### config.mk
export PLATFORM = sky130hd
export DESIGN_NAME = integer_unit
export DESIGN_NICKNAME = d
export VERILOG_FILES = /design/src/rtl/bgpu_pkg.sv /design/src/rtl/integer_lane.sv /design/src/rtl/integer_unit.sv
export SDC_FILE = /design/constraint.sdc
export NUM_CORES = 2
export LEC_CHECK = 0
export CAP_MARGIN = 0
export CORE_MARGIN = 4
export CORE_UTILIZATION = 30
export DETAILED_ROUTE_END_ITERATION = 8
export RECOVER_POWER = 25
export REMOVE_ABC_BUFFERS = 1
export SETUP_SLACK_MARGIN = 0.2
export SLEW_MARGIN = 20
export SYNTH_ARGS = -nofsm -noshare
export SYNTH_HDL_FRONTEND = slang
export SYNTH_SLANG_ARGS = --single-unit
### constraint.sdc
create_clock -name clk_i -period 13.2 [get_ports clk_i]
set_clock_uncertainty 0.2 [all_clocks]
set_input_delay 1.98 -clock clk_i [delete_from_list [all_inputs] [get_ports clk_i]]
set_output_delay 1.98 -clock clk_i [all_outputs]
set_load 0.03 [all_outputs]
### src/rtl/bgpu_pkg.sv
// Shared types for the GPU execution-unit stages.
// Holds the integer-unit opcode enum and constants used across stages.
package bgpu_pkg;

   // Only two-operand instructions reach the integer unit.
   localparam int unsigned IuOperands = 2;

   typedef enum logic [3:0] {
      IuAdd  = 4'd0,
      IuSub  = 4'd1,
      IuAnd  = 4'd2,
      IuOr   = 4'd3,
      IuXor  = 4'd4,
      IuSll  = 4'd5,
      IuSrl  = 4'd6,
      IuSra  = 4'd7,
      IuSltu = 4'd8,
      IuSlt  = 4'd9
   } iu_op_t;

endpackage

### src/rtl/integer_lane.sv
// Single-lane combinational integer ALU.
// Ports:
//   op_i  - operation
//   a_i   - operand A
//   b_i   - operand B (only its low log2(RegWidth) bits are the shift amount)
//   act_i - lane active; an inactive lane outputs zero
//   res_o - result, modulo 2^RegWidth
module integer_lane
   import bgpu_pkg::*;
#(
   parameter int unsigned RegWidth = 32
) (
   input  iu_op_t              op_i,
   input  logic [RegWidth-1:0] a_i,
   input  logic [RegWidth-1:0] b_i,
   input  logic                act_i,
   output logic [RegWidth-1:0] res_o
);

   localparam int unsigned ShWidth = $clog2(RegWidth);

   logic [ShWidth-1:0]  shamt;
   logic [RegWidth-1:0] res;

   assign shamt = b_i[ShWidth-1:0];

   always_comb begin
      res = '0;
      case (op_i)
         IuAdd:  res = a_i + b_i;
         IuSub:  res = a_i - b_i;
         IuAnd:  res = a_i & b_i;
         IuOr:   res = a_i | b_i;
         IuXor:  res = a_i ^ b_i;
         IuSll:  res = a_i << shamt;
         IuSrl:  res = a_i >> shamt;
         IuSra:  res = $signed(a_i) >>> shamt;
         IuSltu: res = {{(RegWidth-1){1'b0}}, (a_i < b_i)};
         IuSlt:  res = {{(RegWidth-1){1'b0}}, ($signed(a_i) < $signed(b_i))};
         // Undefined encodings yield zero.
         default: res = '0;
      endcase
   end

   assign res_o = act_i ? res : '0;

endmodule

### src/rtl/integer_unit.sv
// Two-stage pipelined integer execution unit for a warp of lanes.
// S1 captures the accepted instruction; S2 holds the computed result.
// Ports:
//   clk_i, rst_i            - clock, synchronous active-high reset
//   opc_valid_i/eu_ready_o  - accept handshake from the operand collector
//   opc_tag_i, opc_op_i, opc_act_mask_i, opc_dst_i, opc_operands_i - instruction
//   eu_valid_o/opc_ready_i  - result handshake towards writeback
//   eu_tag_o, eu_dst_o, eu_act_mask_o, eu_data_o - result
//   busy_o                  - an instruction is in flight
module integer_unit
   import bgpu_pkg::*;
#(
   parameter int unsigned NumTags         = 8,
   parameter int unsigned NumWarps        = 8,
   parameter int unsigned WarpWidth       = 4,
   parameter int unsigned RegIdxWidth     = 8,
   parameter int unsigned RegWidth        = 32,
   parameter int unsigned OperandsPerInst = 2,
   localparam int unsigned IidWidth       = $clog2(NumWarps) + $clog2(NumTags),
   localparam int unsigned RegDataWidth   = RegWidth * WarpWidth
) (
   input  logic                                      clk_i,
   input  logic                                      rst_i,
   input  logic                                      opc_valid_i,
   output logic                                      eu_ready_o,
   input  logic [IidWidth-1:0]                       opc_tag_i,
   input  iu_op_t                                    opc_op_i,
   input  logic [WarpWidth-1:0]                      opc_act_mask_i,
   input  logic [RegIdxWidth-1:0]                    opc_dst_i,
   input  logic [OperandsPerInst-1:0][RegDataWidth-1:0] opc_operands_i,
   output logic                                      eu_valid_o,
   input  logic                                      opc_ready_i,
   output logic [IidWidth-1:0]                       eu_tag_o,
   output logic [RegIdxWidth-1:0]                    eu_dst_o,
   output logic [WarpWidth-1:0]                      eu_act_mask_o,
   output logic [RegDataWidth-1:0]                   eu_data_o,
   output logic                                      busy_o
);

   if (OperandsPerInst != IuOperands) begin : gen_bad_operands
      $fatal(1, "integer_unit: OperandsPerInst must be 2");
   end

   // S1: captured instruction
   logic                    s1_valid_q, s1_valid_d;
   iu_op_t                  s1_op_q, s1_op_d;
   logic [IidWidth-1:0]     s1_tag_q, s1_tag_d;
   logic [RegIdxWidth-1:0]  s1_dst_q, s1_dst_d;
   logic [WarpWidth-1:0]    s1_mask_q, s1_mask_d;
   logic [RegDataWidth-1:0] s1_a_q, s1_a_d;
   logic [RegDataWidth-1:0] s1_b_q, s1_b_d;

   // S2: result
   logic                    s2_valid_q, s2_valid_d;
   logic [IidWidth-1:0]     s2_tag_q, s2_tag_d;
   logic [RegIdxWidth-1:0]  s2_dst_q, s2_dst_d;
   logic [WarpWidth-1:0]    s2_mask_q, s2_mask_d;
   logic [RegDataWidth-1:0] s2_data_q, s2_data_d;

   logic [RegDataWidth-1:0] alu_res;
   logic                    s2_free;
   logic                    s1_move;

   for (genvar g = 0; g < WarpWidth; g++) begin : gen_lane
      integer_lane #(
         .RegWidth (RegWidth)
      ) u_lane (
         .op_i  (s1_op_q),
         .a_i   (s1_a_q[g*RegWidth +: RegWidth]),
         .b_i   (s1_b_q[g*RegWidth +: RegWidth]),
         .act_i (s1_mask_q[g]),
         .res_o (alu_res[g*RegWidth +: RegWidth])
      );
   end

   // S2 can take a new entry if empty or its result leaves this cycle.
   assign s2_free    = !s2_valid_q || opc_ready_i;
   assign s1_move    = s1_valid_q && s2_free;
   assign eu_ready_o = !s1_valid_q || s1_move;

   always_comb begin
      s1_valid_d = s1_valid_q;
      s1_op_d    = s1_op_q;
      s1_tag_d   = s1_tag_q;
      s1_dst_d   = s1_dst_q;
      s1_mask_d  = s1_mask_q;
      s1_a_d     = s1_a_q;
      s1_b_d     = s1_b_q;
      s2_valid_d = s2_valid_q;
      s2_tag_d   = s2_tag_q;
      s2_dst_d   = s2_dst_q;
      s2_mask_d  = s2_mask_q;
      s2_data_d  = s2_data_q;

      if (eu_ready_o) begin
         s1_valid_d = opc_valid_i;
         if (opc_valid_i) begin
            s1_op_d   = opc_op_i;
            s1_tag_d  = opc_tag_i;
            s1_dst_d  = opc_dst_i;
            s1_mask_d = opc_act_mask_i;
            s1_a_d    = opc_operands_i[0];
            s1_b_d    = opc_operands_i[1];
         end
      end

      if (s2_free) begin
         s2_valid_d = s1_valid_q;
         if (s1_valid_q) begin
            s2_tag_d  = s1_tag_q;
            s2_dst_d  = s1_dst_q;
            s2_mask_d = s1_mask_q;
            s2_data_d = alu_res;
         end
      end
   end

   always_ff @(posedge clk_i) begin
      if (rst_i) begin
         s1_valid_q <= 1'b0;
         s2_valid_q <= 1'b0;
      end else begin
         s1_valid_q <= s1_valid_d;
         s2_valid_q <= s2_valid_d;
      end
   end

   // Payload is qualified by the valid bits, so it is not reset.
   always_ff @(posedge clk_i) begin
      s1_op_q   <= s1_op_d;
      s1_tag_q  <= s1_tag_d;
      s1_dst_q  <= s1_dst_d;
      s1_mask_q <= s1_mask_d;
      s1_a_q    <= s1_a_d;
      s1_b_q    <= s1_b_d;
      s2_tag_q  <= s2_tag_d;
      s2_dst_q  <= s2_dst_d;
      s2_mask_q <= s2_mask_d;
      s2_data_q <= s2_data_d;
   end

   assign eu_valid_o    = s2_valid_q;
   assign eu_tag_o      = s2_tag_q;
   assign eu_dst_o      = s2_dst_q;
   assign eu_act_mask_o = s2_mask_q;
   assign eu_data_o     = s2_data_q;
   assign busy_o        = s1_valid_q || s2_valid_q;

endmodule

### After elaboration in Yosys (flattened, before gate mapping)

Index checks and enable logic that the tools add are counted.

* bits in writable memories: 0
* input bits: 282
* word-level logic and storage cells: 77
* latch bits: 0
* register bits after elaboration: 426
* ROM bits: 0
* memories: 0
* output and inout bits: 149

* eq/ne operators: 9
* bitwise gates (word level): 12
* multiplexer cells: 4
* reduce and logical (&&, ||, !) cells: 9
* $lt $le $gt $ge: 8
* $mul: 0
* add/subtract/negate cells: 8
* shift operators: 12
* div/mod/pow operators: 0

Operators with widths (number)
* 32-bit one-hot mux with 10 select lines: 4
* 32-bit less-than comparator: 8
* 32-bit adder: 4
* 32-bit AND: 4
* 32-bit bitwise OR: 4
* 32-bit by 5-bit left shift with 32-bit output: 4
* 32-bit by 5-bit right shift with 32-bit output: 4
* 32-bit by 5-bit >>> shifter with 32-bit output: 4
* 32-bit subtractor: 4
* 32-bit bitwise XOR: 4
* 4-bit by 3-bit equality test with 1-bit output (second input constant): 4
* 4-bit by 2-bit equality test with 1-bit output (second input constant): 2
* 4-bit equality test (second input constant): 2
* 4-bit by 1-bit equality test with 1-bit output (second input constant): 1
* 4-bit zero test: 1
* 2-bit AND reduction: 2
* 1-bit logical OR: 3
* 1-bit zero test: 2
* 1-bit logical AND: 1

### Longest topological paths before layout

* depth in word-level cells: 5
* mapped depth: 17
* depth with buffers taken out: 14

### Cells and area by module

From an unflattened synthesis, not the netlist that was laid out.

* cell total of the unflattened synthesis: 5555
* area, all modules: 48062.3 um^2

By module, submodules not included
* integer_lane (gen_lane[1].u_lane ...): times used 3, cells an instance 1283, area an instance 8854.7 um^2, sequential area each 0.0 um^2
* integer_unit: times used 1, cells an instance 435, area an instance 12841.1 um^2, sequential area each 12772.2 um^2
* integer_lane (gen_lane[0].u_lane): times used 1, cells an instance 1271, area an instance 8657.1 um^2, sequential area each 0.0 um^2

### Worst setup path before layout

Ideal clock, no wire load.

* kind: input to register
* start point: in opc_ready_i
* end point: reg s1_a_q[0], enable pin
* required time: 12.327 ns
* data arrival time: 8.649 ns
* setup time: 0.673 ns
* path slack: 3.678 ns
* buffers on the path: 0
* cell stages on the path: 3
* cells stage by stage: nor2b_1 > nand2_1 > and2_1

* word-level cells in the longest chain between the ends: 4

Ends and longest elaborated chain
* from (decl): RTL line integer_unit.sv:32 `input logic opc_ready_i,`
* 1-bit logical OR: RTL line integer_unit.sv:77 `assign s2_free = !s2_valid_q || opc_ready_i;`
* 1-bit logical AND: RTL line integer_unit.sv:78 `assign s1_move = s1_valid_q && s2_free;`
* 1-bit logical OR: RTL line integer_unit.sv:79 `assign eu_ready_o = !s1_valid_q || s1_move;`
* net eu_ready_o: RTL line integer_unit.sv:25 `output logic eu_ready_o,`
* 2-bit AND reduction (no line)
* to (signal assigned): RTL line integer_unit.sv:134 `s1_a_q <= s1_a_d;`
* to (decl): RTL line integer_unit.sv:50 `logic [RegDataWidth-1:0] s1_a_q, s1_a_d;`

The timed path passes the listed nets, and every way through them passes these cells.
A chain may end at the register's enable or synchronous reset.

### Final worst setup path

* start point: in opc_ready_i
* end point: out eu_ready_o

* word-level cells in the longest chain between the ends: 3

Ends and longest elaborated chain (RTL line)
* 1-bit logical OR: integer_unit.sv:77
* 1-bit logical AND: integer_unit.sv:78
* 1-bit logical OR: integer_unit.sv:79
* to (decl): integer_unit.sv:25

No other way between the ends.

==> run metrics <==
hold worst-path end=eu_tag_o[4]; count of final setup violators=0; Async SR Flop Fraction=0%; slowest cell delay on critical path=approximately 610 ps; multi-input logic area=0.0304 mm²; pwr/cell area=90.3 mW/mm²; CP Cell Sequence=clkdlybuf4s50_1, nor2b_1, nand2_1, clkdlybuf4s50_1; Reg area=0.0128 mm²; post-synthesis sequential area ratio=27.6%; Final HPWL DP=148000 µm; Cell Count, Final, Fillers Out=7598; nature of the critical path startpoint=primary input; Mapped Avg Cell Area=8.62 µm²; FF-to-FF End=eu_data_o[60]; CP dominant cell by count=clkdlybuf4s50_1; number of routed nets with antenna violations=0; largest net degree at the start of global routing=128; grt total ovfl=0; EDFF count, synth=around 420; Die X=~400 µm; # IOs=431; number of gates resized after cts=0; port buffer count=between 400 and 500; cell family with most CP delay=buffers and inverters; prevailing post-synth register cell=edfxtp_1; worst reg2reg path depth=13; Placed Area=between 0.05 and 0.06 mm²; layout cells sized above 1=under 10%; vias in the first global route=44000; utilization after layout=35.3%; row count=143; maxcap violations=0; worst vdd ir=0.0000901 V; worst reg2reg path startpoint=s1_b_q[36]; initial core utilization=30.3%; count of pins over their slew limit=0; hold buffers post-CTS=0; 1st-iter DRT viols=slightly above 6000; First-pass DRT Iterations=8; post-route cell area=0.0539 mm²; final period utilization=42.6%; synthesis-stage register bit count=426; Die Ht=approximately 400 µm; Synth Instances=between 5000 and 6000; Min-Delay Path Depth=0; post-CTS setup buffers=0; # DRC=0; Layout Nets=6196; crit path max-delay cell type=clkdlybuf4s50_1; CTS tree=done; Crit path arrival time=3440 ps; DIE AREA=0.161 mm²; setup TNS=0 ps; Leak=20.5 nW; highest clock rate=178 MHz; reg-to-reg setup timing slack=7770 ps; Worst-Margin Slew=1180 ps; Worst Path Buf+Inv=2; status=finished clean; clock-pin slew on the worst setup and hold paths=60 ps; Worst setup EP type=primary output; commonest non-fill, non-tap cell in the layout=nor2_1; initial antenna violation count=18; yosys warns=0; placed instance count=7492; final hold vios=0; Cell variety after synth=107; via count=46000; GRT Util Overall=23.9%; Period minus WS final=5620 ps; clock latency on the worst-skew pair=approximately 650 ps; Worst Path Max Fanout=4; final WL=between 200000 and 250000 µm; Slew Limit Headroom=20.1%; Layout area overhead=16.4%; WL/cell=roughly 27 µm; Core Box Area=0.153 mm²; most frequent cells in the layout=nor2_1 (682), a21oi_1 (468), edfxtp_1 (424); Num CTS Buffers=54; gpl congestion=1.00; hold path start=s1_tag_q[4]; setup repair after global routing missed its margin=no; Clock Tree Buf Depth=3; H-tree depth=2; Setup CP Type=primary input to primary output; Root Buffer=clkbuf_16; Worst Path Required=11020 ps; Min-Delay Path Class=flip-flop to flip-flop; first-pass GRT wire length=about 300000 µm; Fillers=around 16000; Via-to-Cell Ratio=6.05; post-synthesis cell area=0.0463 mm²; Sink Count=426
==> cell usage after synthesis (all sizes together), types with 83 or more instances <==
| master | number | area [µm²] |
|---|---|---|
| mux4 | 191 | 4300 |
| nor2 | 682 | 2560 |
| a21oi | 470 | 2360 |
| a221oi | 86 | 766 |
| nand2 | 382 | 1430 |
| o21ai | 394 | 1980 |
| inv | 382 | 1430 |
| ha | 388 | 4850 |
| a211oi | 83 | 633 |
| a31oi | 98 | 613 |
| clkbuf | 242 | 910 |
| buf | 168 | 815 |
| mux2i | 169 | 1690 |
| nor3 | 129 | 662 |
| edfxtp | 424 | 12700 |
==> cell type report <==
class | instances | area share, %
multi-input cells | 4149 | 56.5
flip-flops and latches | 426 | 23.7
repair buffers | 503 | 9.03
well taps | 2030 | 4.72
inverters | 384 | 2.68
clock buffers | 62 | 2.60
clock inverters | 35 | 0.685
diodes | 9 | 0.0418
==> through the flow <==
stage	power (mW)	setup WS, ps	hold WS [ps]
after floorplan	2.75	2370	200
after global placement	3.33	7560	200
after detailed placement	3.33	7570	205
after CTS	4.91	7570	219
after global routing	5.10	7510	227
final	4.86	7580	218
==> cells by family (layout without fill, tap and decap cells) <==
family          Yosys count  count (layout)  synth area share, %
xor+xnor                 48              48                0.908
fa+ha+maj               396             396                 10.8
simple gates           1524            1524                 14.6
flops                   426             426                 27.6
other cells               0               9                    0
mux                     384             384                 13.5
buf+inv                 794             984                 6.84
compound gates         1797            1797                 25.7
==> state kept, by name, indices dropped and copies added (netlist names) <==
register and count:
s1_tag_q 6, eu_dst_o 8, s1_valid_q 1, s1_dst_q 8
s1_mask_q 4, s1_b_q 128, s1_a_q 128, eu_tag_o 6
s1_op_q 4, eu_data_o 128, eu_valid_o 1, eu_act_mask_o 4
==> power by group <==
| part | switching [mW] | leakage (nW) | internal (mW) | total (mW) |
|---|---|---|---|---|
| Sequential | 0.105 | 4.09 | 1.59 | 1.69 |
| Clock | 0.648 | 0.851 | 0.879 | 1.53 |
| Combinational | 1.03 | 15.6 | 0.613 | 1.65 |
| Total | 1.79 | 20.5 | 3.08 | 4.86 |
==> layer usage <==
metal  part of all wire, %  wire length (µm)  track usage [%]  up-vias
li1                      -                 -                -    20500
met1                    43             87300             33.5    22400
met2                    44             89400             37.2     2671
met3                   9.2             18500             4.33      432
met4                   3.6              7210             7.92       10
met5                 0.033                67                0        -
==> worst max path at each step <==
stage                     cells past startpoint   startpoint  slack, ps             to
final                                         4  opc_ready_i       7580     eu_ready_o
after CTS                                     4  opc_ready_i       7570     eu_ready_o
after global routing                         13   s1_b_q[36]       7510  eu_data_o[60]
after global placement                        4  opc_ready_i       7560     eu_ready_o
after floorplan                               4   s1_op_q[0]       2370  eu_data_o[88]
after detailed placement                      4  opc_ready_i       7570     eu_ready_o
No activity file was read; power rests on OpenSTA's default activity.
